===== config.mk =====
export PLATFORM = sky130hd
export DESIGN_NAME = multicycle_sequencer
export DESIGN_NICKNAME = d
export VERILOG_FILES = /design/src/rtl/multicycle_sequencer.sv
export SDC_FILE = /design/constraint.sdc
export NUM_CORES = 1
export LEC_CHECK = 0
export CORE_UTILIZATION = 48
export CTS_BUF_LIST = sky130_fd_sc_hd__clkbuf_2
export CTS_CLUSTER_DIAMETER = 50
export DETAILED_ROUTE_END_ITERATION = 8
export GPL_ROUTABILITY_DRIVEN = 0
export PLACE_DENSITY = 0.94
export SYNTH_ARGS = -nofsm -noshare
export SYNTH_HDL_FRONTEND = slang
export SYNTH_SLANG_ARGS = --single-unit
export TNS_END_PERCENT = 30

===== constraint.sdc =====
create_clock -name clk -period 1.9 [get_ports clk]
set_input_delay 0.38 -clock clk [delete_from_list [all_inputs] [get_ports clk]]
set_output_delay 0.38 -clock clk [all_outputs]
set_load 0.05 [all_outputs]

===== src/rtl/multicycle_sequencer.sv =====
// Multi-cycle sequencer for the KGP mini-RISC datapath: FETCH, DECODE, EXEC, MEM, WB.
// Gates the PC, IR, register-file and data-memory enables, runs a data-memory watchdog
// and counts retired instructions.
module multicycle_sequencer #(
    parameter logic [5:0] HALT_OPCODE = 6'd63,
    parameter int         MEM_TIMEOUT = 16,
    parameter int         CNT_W       = 32
) (
    input  logic             clk,
    input  logic             rst,
    input  logic             start,
    input  logic [5:0]       opcode,
    input  logic [1:0]       reg_write,
    input  logic             dmem_enable,
    input  logic             dmem_write_enable,
    input  logic [4:0]       br_op,
    input  logic             imem_ready,
    input  logic             dmem_ready,
    output logic             imem_en,
    output logic             ir_write,
    output logic             pc_write,
    output logic             pc_sel,
    output logic             rf_we,
    output logic             dmem_req,
    output logic             dmem_we,
    output logic [2:0]       state,
    output logic             busy,
    output logic             halted,
    output logic             mem_err,
    output logic [CNT_W-1:0] instr_count
);

    typedef enum logic [2:0] {
        S_IDLE   = 3'd0,
        S_FETCH  = 3'd1,
        S_DECODE = 3'd2,
        S_EXEC   = 3'd3,
        S_MEM    = 3'd4,
        S_WB     = 3'd5,
        S_HALT   = 3'd6
    } state_t;

    localparam int               WD_W    = $clog2(MEM_TIMEOUT + 1);
    // Last cycle of the wait window: the watchdog counts 0..MEM_TIMEOUT-1.
    localparam logic [WD_W-1:0]  WD_LAST = WD_W'(MEM_TIMEOUT - 1);

    state_t            state_q, state_d;
    logic [WD_W-1:0]   wd_q;
    logic              wd_clr, wd_inc, set_err;
    logic              retire;
    logic              mem_err_q;
    logic [CNT_W-1:0]  instr_count_q;

    // NOTE: async active-low reset, and <= only in clocked blocks so every
    // register samples the pre-edge value of its neighbours.
    always_ff @(posedge clk or negedge rst) begin
        if (!rst) begin
            state_q <= S_IDLE;
        end else begin
            state_q <= state_d;
        end
    end

    always_ff @(posedge clk or negedge rst) begin
        if (!rst) begin
            wd_q          <= '0;
            mem_err_q     <= 1'b0;
            instr_count_q <= '0;
        end else begin
            if (wd_clr) begin
                wd_q <= '0;
            end else if (wd_inc) begin
                wd_q <= wd_q + WD_W'(1);
            end
            if (set_err) begin
                mem_err_q <= 1'b1;
            end
            if (retire) begin
                instr_count_q <= instr_count_q + CNT_W'(1);
            end
        end
    end

    // NOTE: every comb output gets a default first so no path infers a latch.
    always_comb begin
        state_d = state_q;
        wd_clr  = 1'b0;
        wd_inc  = 1'b0;
        set_err = 1'b0;
        case (state_q)
            S_IDLE:   if (start) state_d = S_FETCH;
            S_FETCH:  if (imem_ready) state_d = S_DECODE;
            S_DECODE: state_d = (opcode == HALT_OPCODE) ? S_HALT : S_EXEC;
            S_EXEC: begin
                if (dmem_enable) begin
                    state_d = S_MEM;
                    wd_clr  = 1'b1;
                end else if (br_op != 5'd0) begin
                    state_d = S_FETCH;
                end else begin
                    state_d = S_WB;
                end
            end
            S_MEM: begin
                // A ready in the final watchdog cycle still completes the access.
                if (dmem_ready) begin
                    state_d = dmem_write_enable ? S_FETCH : S_WB;
                end else if (wd_q == WD_LAST) begin
                    state_d = S_HALT;
                    set_err = 1'b1;
                end else begin
                    wd_inc = 1'b1;
                end
            end
            S_WB:     state_d = S_FETCH;
            S_HALT:   state_d = S_HALT;
            default:  state_d = S_HALT;
        endcase
    end

    always_comb begin
        imem_en  = 1'b0;
        ir_write = 1'b0;
        pc_write = 1'b0;
        pc_sel   = 1'b0;
        rf_we    = 1'b0;
        dmem_req = 1'b0;
        dmem_we  = 1'b0;
        retire   = 1'b0;
        case (state_q)
            S_FETCH: begin
                imem_en  = 1'b1;
                ir_write = imem_ready;
            end
            S_EXEC: begin
                if (!dmem_enable && (br_op != 5'd0)) begin
                    pc_write = 1'b1;
                    pc_sel   = 1'b1;
                    rf_we    = (reg_write == 2'b11);
                    retire   = 1'b1;
                end
            end
            S_MEM: begin
                dmem_req = 1'b1;
                dmem_we  = dmem_write_enable;
                if (dmem_ready && dmem_write_enable) begin
                    pc_write = 1'b1;
                    retire   = 1'b1;
                end
            end
            S_WB: begin
                rf_we    = (reg_write != 2'b00);
                pc_write = 1'b1;
                retire   = 1'b1;
            end
            default: ;
        endcase
    end

    assign state       = state_q;
    assign busy        = (state_q != S_IDLE) && (state_q != S_HALT);
    assign halted      = (state_q == S_HALT);
    assign mem_err     = mem_err_q;
    assign instr_count = instr_count_q;

endmodule


==> summary.md <==
| Metric | Value |
|---|---|
| Worst hold path type | in2async |
| Post-Syn Instances | 197 |
| Clock Path Buffers | 2 |
| Final Worst Setup Slack | -0.146 ns |
| Required time of the critical path | 1.52 ns |
| Overall power | 3.57 mW |
| Final wirelength | 5920 µm |
| Hold WS | 0.00100 ns |
| Crit-path max FO | 3 |
| Global-route wire length before repair | 8630 µm |
| Slew headroom | 49.2% |
| Worst r2r src | state[1] |
| Status | finished with violations |
| Simple-gate portion of the synthesized area | 22.8% |
| CP Cell Sequence | buf_6, or4_4, o2111ai_4, inv_2, nand3_2, o21ai_2, buf_6 |
| Post-route DRC violation count | 0 |
| CP arrival | 1.67 ns |
| TritonCTS clock tree | done |
| Slew of the pin with the lowest slew margin | 0.762 ns |
| Unrepaired setup endpoints after global routing | yes |
| Peak VDD IR | 0.724 mV |
| Max incr delay on CP | 0.55 ns |
| H-tree levels | 2 |
| End of the worst register-to-register path | instr_count[31] |
| Post-Syn Nets | 220 |
| CP Class | in2out |
| Min cycle time layout | 2.05 ns |
| FF+latch count, synth | 41 |
| Cell Area, Synth | 0.00210 mm² |
| Chip height | 68.2 µm |
| Setup TNS | -1.12 ns |
| Top cell by count, worst path | buf_6 |
| Most frequent cells in the layout | buf_4 (60), dfrtp_1 (38), xnor2_1 (20) |
| Clock root buffer | clkbuf_2 |
| Yosys warns | 0 |
| Final Hold Viols | 0 |
| FF-to-FF path depth | 8 |
| I/O Pins | 65 |
| Initial drt markers | 86 |
| Clock slew at reported path FFs | 0.21 ns |
| # diodes | 0 |
| Maximum clock frequency | 489 MHz |
| Placed insts | 324 |
| Yosys cell types | 38 |
| Max cap viols | 0 |
| Post-synth EDFFs | 0 |
| Core area | 0.00412 mm² |
| Total CTS buffers | 5 |
| Final core occ | 78.1% |
| DR WL/cell | 16.9 µm |
| Synth Area in Compound Gates | 9.70% |
| Worst skew pair latency | 0.41 ns |
| Largest net degree at the start of global routing | 35 |
| Initial antenna violation count | 0 |
| Via count | 1,947 |
| Crit path max-delay cell type | or4_4 |
| Final std cells w/o fill | 350 |
| CP Capture Type | output pin |
| Port-buffer cells | 64 |
| Main combinational cell family by area after synthesis | simple AND/OR/NAND/NOR gates |
| Pre-antenna DRT Iters | 4 |
| Power Density | 1110 mW/mm² |
| Grt total ovfl | 0 |
| Total GRT Usage | 25.9% |
| Vias in the first global route | 1,851 |
| Rows | 23 |
| NumNets Final | 322 |
| Seq/Total Area, Yosys | 48.8% |
| Clk_skew | 0.0131 ns |
| Vias per inst | 5.56 |
| Area growth syn-to-layout | 52.8% |
| DPL Wire Length | 3930 µm |
| Startpoint types | input port |
| Max Slew Vio Count | 0 |
| Setup violators final | 13 |
| Synth Area in Adders | 1.78% |
| Fraction of layout cells with a size suffix above 1 | 40.0% |
| Die X | 68.2 µm |
| Multiplexer area fraction after synthesis | 1.19% |
| Post-synthesis async set-or-reset flop share | 100% |
| Xor-xnor portion of the synthesized cell area | 13.7% |
| Leak pwr | 1.55 nW |
| Failing checks | setup timing |
| Initial Utilization | 51.1% |
| Post-route clock period utilization | 108% |
| R2R Setup Slk | -0.08 ns |
| Most common cell after layout, fill and taps aside | buf_4 |
| Clock sinks | 41 |
| Syn Area/Cell | 10.7 µm² |
| DIE AREA | 0.00465 mm² |
| DRT antenna net count | 0 |
| Predominant post-synthesis flop cell | dfrtp_1 |
cells by family after synthesis:
kind of cell	Yosys count
simple gates	88
fa+ha+maj	3
buf+inv	8
xor+xnor	33
flops	41
compound gates	22
mux	2
power breakdown:
group / internal [mW] / switching, mW / total (mW)
combinational: 0.943 / 1.17 / 2.11
sequential: 0.981 / 0.0999 / 1.08
clock: 0.0806 / 0.290 / 0.371
total: 2.01 / 1.56 / 3.57
per-layer routing:
metal  vias up  GRT usage (%)  share of wire (%)  routed length [µm]
li1        906              -                  -                   -
met1       940           30.8                 39                2320
met2        81           45.1                 51                3040
met3        20           5.67                6.8                 401
met4         0           10.2                2.7                 161
met5         -              0                  0                   0
layout make-up:
class,instances,area [µm²]
Clock buffer,5,25.0
Clock inverter,3,12.5
Fill cell,250,901
Inverter,3,11.3
Multi-Input combinational cell,148,1140
Sequential cell,41,1030
Tap cell,50,62.6
Timing Repair Buffer,100,937
synth_stat cells, drive strengths merged, types with 2 or more instances:
cell	n	area (µm²)
dfrtp	41	1030
ha	3	37.5
and3	9	56.3
nor3	2	10.0
and4	6	52.6
nor4	2	12.5
inv	3	11.3
nor2b	2	12.5
nor2	11	41.3
a21o	3	23.8
o21ai	7	35.0
a21oi	5	25.0
buf	3	23.8
nand2	20	75.1
xor2	12	105
clkbuf	2	7.51
nand3	13	65.1
nand4	11	68.8
and2	6	37.5
xnor2	21	184
worst max-delay path: cells and delay by family:
kind                   cells  cell delay [ns]
AOI/OAI and AO/OA          2             0.34
buffers and inverters      3             0.33
and+or+nand+nor            2             0.62
through the flow:
stage	instance area [µm²]	setup slack (ns)
after floorplan	2150	-0.399
after global routing	3210	-0.216
after global placement	2900	-0.466
after detailed placement	2900	-0.521
final	3210	-0.146
after CTS	3090	-0.110
worst max-delay path by stage:
stage / start / endpoint / slack [ns] / cells after the start
floorplan: br_op[0] / rf_we / -0.40 / 5
global placement: br_op[0] / rf_we / -0.47 / 7
detailed placement: br_op[0] / rf_we / -0.52 / 7
CTS: br_op[4] / rf_we / -0.11 / 7
global route: state[1] / rf_we / -0.22 / 7
finish: br_op[2] / rf_we / -0.15 / 7
what timing repair did:
| action | CTS | global route |
|---|---|---|
| endpoints found under the setup margin | 11 | 33 |
| resized for setup | 33 | 15 |
| pin swaps | 7 | 9 |
| endpoints found under the hold margin | 0 | 0 |
| buffers inserted | 12 | 7 |
| hold buffers | 0 | 0 |
state kept, by name, indices dropped and copies added (netlist names):
| name | flops |
|---|---|
| mem_err | 1 |
| wd_q | 5 |
| state | 3 |
| instr_count | 32 |
No activity file was read; power rests on OpenSTA's default activity.
